## src/rtl/single_ifetch_pkg.sv

```systemverilog
// Shared CPU definitions used by the fetch stage: FSM state encoding and
// the canonical NOP instruction word.
package single_ifetch_pkg;

    localparam int unsigned ST_W = 2;

    localparam logic [ST_W-1:0] ST_IDLE = 2'd0;
    localparam logic [ST_W-1:0] ST_REQ  = 2'd1;
    localparam logic [ST_W-1:0] ST_WAIT = 2'd2;
    localparam logic [ST_W-1:0] ST_HOLD = 2'd3;

    // addi x0, x0, 0
    localparam logic [31:0] NOP_INST = 32'h0000_0013;

endpackage

```

## src/rtl/single_ifetch.sv

```systemverilog
// Single-outstanding instruction fetch stage: issues one memory request at a
// time, holds the returned word for decode and counts delivered instructions.
//
// state | meaning
// ------+---------------------------------------------------------------
// IDLE  | out of reset; capture pc_i and start fetching next cycle
// REQ   | imem_req asserted with req_pc, waiting for imem_gnt
// WAIT  | request accepted, waiting for imem_rvalid (drop_q marks flushed)
// HOLD  | instruction presented to decode until inst_ready or redirect
module single_ifetch
    import single_ifetch_pkg::*;
#(
    parameter int unsigned CNT_W           = 16,
    parameter bit          WORD_ADDR_ALIGN = 1'b1
) (
    input  logic              clk,
    input  logic              rst,
    input  logic [31:0]       pc_i,
    input  logic              redirect,
    output logic              pc_advance,
    output logic              imem_req,
    output logic [31:0]       imem_addr,
    input  logic              imem_gnt,
    input  logic              imem_rvalid,
    input  logic [31:0]       imem_rdata,
    output logic              inst_valid,
    output logic [31:0]       inst,
    output logic [31:0]       inst_pc,
    input  logic              inst_ready,
    output logic [CNT_W-1:0]  fetch_cnt
);

    localparam logic [31:0] ADDR_MASK = WORD_ADDR_ALIGN ? 32'hFFFF_FFFC : 32'hFFFF_FFFF;

    logic [ST_W-1:0]  state_q,      state_d;
    logic [31:0]      req_pc_q,     req_pc_d;
    logic             drop_q,       drop_d;
    logic [31:0]      inst_q,       inst_d;
    logic [31:0]      inst_pc_q,    inst_pc_d;
    logic             inst_valid_q, inst_valid_d;
    logic             pc_adv_q,     pc_adv_d;
    logic [CNT_W-1:0] cnt_q,        cnt_d;

    always_comb begin
        state_d      = state_q;
        req_pc_d     = req_pc_q;
        drop_d       = drop_q;
        inst_d       = inst_q;
        inst_pc_d    = inst_pc_q;
        inst_valid_d = inst_valid_q;
        pc_adv_d     = 1'b0;
        cnt_d        = cnt_q;

        case (state_q)
            ST_IDLE: begin
                req_pc_d = pc_i;
                state_d  = ST_REQ;
            end

            ST_REQ: begin
                if (imem_gnt) begin
                    // A redirect racing the grant still leaves one response in flight.
                    drop_d  = redirect;
                    state_d = ST_WAIT;
                end else if (redirect) begin
                    req_pc_d = pc_i;
                end
            end

            ST_WAIT: begin
                if (imem_rvalid) begin
                    if (drop_q || redirect) begin
                        drop_d   = 1'b0;
                        req_pc_d = pc_i;
                        state_d  = ST_REQ;
                    end else begin
                        inst_d       = imem_rdata;
                        inst_pc_d    = req_pc_q;
                        inst_valid_d = 1'b1;
                        pc_adv_d     = 1'b1;
                        state_d      = ST_HOLD;
                    end
                end else if (redirect) begin
                    drop_d = 1'b1;
                end
            end

            ST_HOLD: begin
                // Flush wins over a consume in the same cycle.
                if (redirect) begin
                    inst_valid_d = 1'b0;
                    req_pc_d     = pc_i;
                    state_d      = ST_REQ;
                end else if (inst_ready) begin
                    inst_valid_d = 1'b0;
                    cnt_d        = cnt_q + CNT_W'(1);
                    req_pc_d     = pc_i;
                    state_d      = ST_REQ;
                end
            end

            default: begin
                state_d = ST_IDLE;
            end
        endcase
    end

    always_ff @(posedge clk or negedge rst) begin
        if (!rst) begin
            state_q      <= ST_IDLE;
            req_pc_q     <= 32'h0;
            drop_q       <= 1'b0;
            inst_q       <= 32'h0;
            inst_pc_q    <= 32'h0;
            inst_valid_q <= 1'b0;
            pc_adv_q     <= 1'b0;
            cnt_q        <= '0;
        end else begin
            state_q      <= state_d;
            req_pc_q     <= req_pc_d;
            drop_q       <= drop_d;
            inst_q       <= inst_d;
            inst_pc_q    <= inst_pc_d;
            inst_valid_q <= inst_valid_d;
            pc_adv_q     <= pc_adv_d;
            cnt_q        <= cnt_d;
        end
    end

    // req_pc_q only changes on entry to REQ or on a redirect, so the address is
    // stable for the whole request phase.
    assign imem_req   = (state_q == ST_REQ);
    assign imem_addr  = req_pc_q & ADDR_MASK;
    assign pc_advance = pc_adv_q;
    assign inst_valid = inst_valid_q;
    assign inst       = inst_q;
    assign inst_pc    = inst_pc_q;
    assign fetch_cnt  = cnt_q;

endmodule

```

## config.mk

```make
export PLATFORM = sky130hd
export DESIGN_NAME = single_ifetch
export DESIGN_NICKNAME = d
export VERILOG_FILES = /design/src/rtl/single_ifetch_pkg.sv /design/src/rtl/single_ifetch.sv
export SDC_FILE = /design/constraint.sdc
export NUM_CORES = 1
export LEC_CHECK = 0
export ABC_CLOCK_PERIOD_IN_PS = 4700
export BUFFER_PORTS_ARGS = -buffer_cell sky130_fd_sc_hd__buf_2
export CORE_ASPECT_RATIO = 1.1
export CORE_MARGIN = 1
export CORE_UTILIZATION = 53
export DETAILED_ROUTE_END_ITERATION = 10
export GPL_ROUTABILITY_DRIVEN = 0
export MAX_ROUTING_LAYER = met4
export PLACE_DENSITY_LB_ADDON = 0.3
export SLEW_MARGIN = 25
export SYNTH_ARGS = -nofsm -noshare
export SYNTH_HDL_FRONTEND = slang
export SYNTH_SLANG_ARGS = --single-unit
```

## constraint.sdc

```tcl
create_clock -name clk -period 4.7 [get_ports clk]
set_input_delay 0.47 -clock clk [delete_from_list [all_inputs] [get_ports clk]]
set_output_delay 0.47 -clock clk [all_outputs]
set_load 0.005 [all_outputs]
```

==> run metrics <==
outcome finished with violations; failing checks negative hold slack; WL/cell 15.5 microns; total gr overflow 0; worst hold path type input pin to asynchronous set/reset pin; depth of the worst register-to-register path 5; startpoint class of the critical path register; Final setup viols 0; Tcrit/Tclk final 0.477; Area growth syn-to-layout 27.5%; highest cell delay on the worst timing path 600 ps; r2r endpoint inst[28]; initial antenna violation count 0; critical path startpoint state_q[0]; Die X 93.8 microns; # diodes 0; CTS tree yes; critical path class register to register; Post-synth top cells 117 x dfrtp_1, 96 x mux2_2, 35 x buf_4, 10 x nand2_1, 10 x xnor2_1; largest net degree at the start of global routing 81; FF-to-FF Start state_q[0]; global-route wire length before repair 15200 microns; main area contributors after synthesis dfrtp_1 60%, mux2_2 22%, buf_4 5.4%; # Post-CTS Setup Buffers 0; vias after detailed routing 3141; GR Util All Layers 0.218; drt first pass iters 4; vias per cell 5.03; clock slew at reported path FFs 60 ps; Synth top area share 0.596; CP max-delay cell and3_4; Mapped Area 0.00491 sq mm; clock sink count 117; CTS Buf Count 17; layout cells sized above 1 0.622; count of cell types in the netlist 31; CTS H-Tree Depth 4; worst path cell trace inv_1 -> ha_1 -> and3_4 -> buf_4 -> mux2_2; minimum clock period 2240 ps; final hold violation count 7; CP max FO 44; Hold WS -14.3 ps; critical path arrival 2630 ps; Buffers on Ports 182; post-CTS sizing 0; main flop type after synthesis dfrtp_1; clock tree buffer depth 2; slew margin rel. 0.529; cell accounting for the most synthesized area dfrtp_1; Gate Count Post-Synth 335; Levels on crit path 5; Static Leak 3.27 nW; vias in the first global route 3141; syn avg cell area 14.7 sq um; Power Density 661 mW/mm^2; flop2flop setup slack 2460 ps; element type at the critical path end register; most common cell in the netlist dfrtp_1; Max-cap violations 0; detailed-route wire length 9660 microns; RSZ-0062 raised after global routing false; Starting Density 0.550; # rows 36; number of synthesized flops with an enable pin 0; busiest layer in global routing met2; Max Clock Skew 7.69 ps; Root Driver clkbuf_8; Iter 0 DRT Violations 138; worst skew pair latency 500 ps; Post-DP HPWL 6810 microns; met1 usage 0.245; Max Freq 0.446 GHz; Yosys warning count 0; DP Area 0.00568 sq mm; slew of the pin with the lowest slew margin 706 ps; worst vdd ir 0.318 mV; Buf+Inv Stages, Crit Path 2; Ports 185; asr flop ratio synth 1.00; drt drc 0; Post-CTS Hold Fix Bufs 0; final net count 574; Post-DRT Antenna Nets 0; met3 Track Usage GR 0.0737; core area 0.00892 sq mm; met2 track demand over resource 0.362; die area 0.00965 sq mm; Setup TNS 0 ps; filler cell count 657; Crit path max-delay family simple AND/OR/NAND/NOR gates; die height 103 microns; Final Max Slew Viols 0; sequential element share of the synthesized area 0.596; Synth Register Bits 117; WP data required 5080 ps; design area 0.00626 sq mm
## worst max-delay path by stage
stage | to | slack [ps]
finish | inst[28] | 2460
CTS | inst[28] | 2090
detailed placement | inst[10] | 2020
floorplan | req_pc_q[10] | 2970
global placement | inst[10] | 2100
global route | inst[13] | 2310
## sequential cells by signal, indices dropped and copies added, names as in the netlist
name / count
drop_q: 1
pc_advance: 1
inst_valid: 1
state_q: 2
inst_pc: 32
inst: 32
fetch_cnt: 16
req_pc_q: 32
## worst register-to-register path, cell delays in order, from the launching register on
cell	delay, ps
dfrtp_1	420
inv_1	120
ha_1	200
and3_4	600
buf_4	400
mux2_2	380
## cell type report
class,count,area (sq um),share of cell area
multi-input cells,170,1630,0.261
flip-flops and latches,117,2930,0.468
clock buffers,24,470,0.0752
clock inverters,8,98.8,0.0158
repair buffers,185,960,0.153
well taps,114,143,0.0228
inverters,7,26.3,0.00420
## routing by layer
layer  part of all wire  routed length, microns  vias to the layer above
li1                   -                       -                     1452
met1               0.40                    3860                     1567
met2               0.52                    5070                      106
met3              0.062                     601                       16
met4              0.013                     129                        0
met5                  0                       0                        -
## per-stage QoR
| step | cells | util | setup WS (ps) | hold WS, ps | total power [mW] |
|---|---|---|---|---|---|
| after global placement | 592 | 0.634 | 2100 | 458 | 2.86 |
| after floorplan | 336 | - | 2970 | 174 | 2.51 |
| after CTS | 625 | 0.701 | 2090 | 155 | 4.18 |
| after global routing | 625 | 0.702 | 2310 | 45.7 | 4.40 |
| after detailed placement | 593 | 0.637 | 2020 | 459 | 2.95 |
| final | 625 | 0.702 | 2460 | -14.3 | 4.14 |
## layout by cell type, fill, tap and decap left out, types with 4 or more instances in the layout
cell type,netlist,final
xnor2_1,10,10
clkbuf_16,0,16
ha_1,6,6
mux2_2,96,96
nand2_1,10,10
a21oi_1,5,5
o21ai_0,4,4
nand3_1,6,6
clkbuf_8,0,4
buf_2,2,181
dfrtp_1,117,117
clkbuf_1,0,4
xor2_1,5,5
nor2_1,5,5
inv_1,7,7
## logic make-up (layout without fill, tap and decap cells)
kind of cell             Yosys count  after routing  share of synthesized area
multiplexers                      99             99                      0.227
AND/OR/NAND/NOR                   35             35                     0.0433
AO/OA/AOI/OAI                     13             13                     0.0184
flip-flops                       117            117                      0.596
XOR/XNOR                          15             15                     0.0268
other                              1              2                   0.000764
adder cells (fa/ha/maj)            6              6                     0.0153
buffers and inverters             49            224                     0.0724
## where the power goes
part	total, mW	internal (mW)	switching [mW]
Sequential	1.68	1.43	0.248
Clock	1.21	0.793	0.421
Combinational	1.24	0.731	0.509
Total	4.14	2.96	1.18
Note: power is estimated with default switching activity, not from simulation.
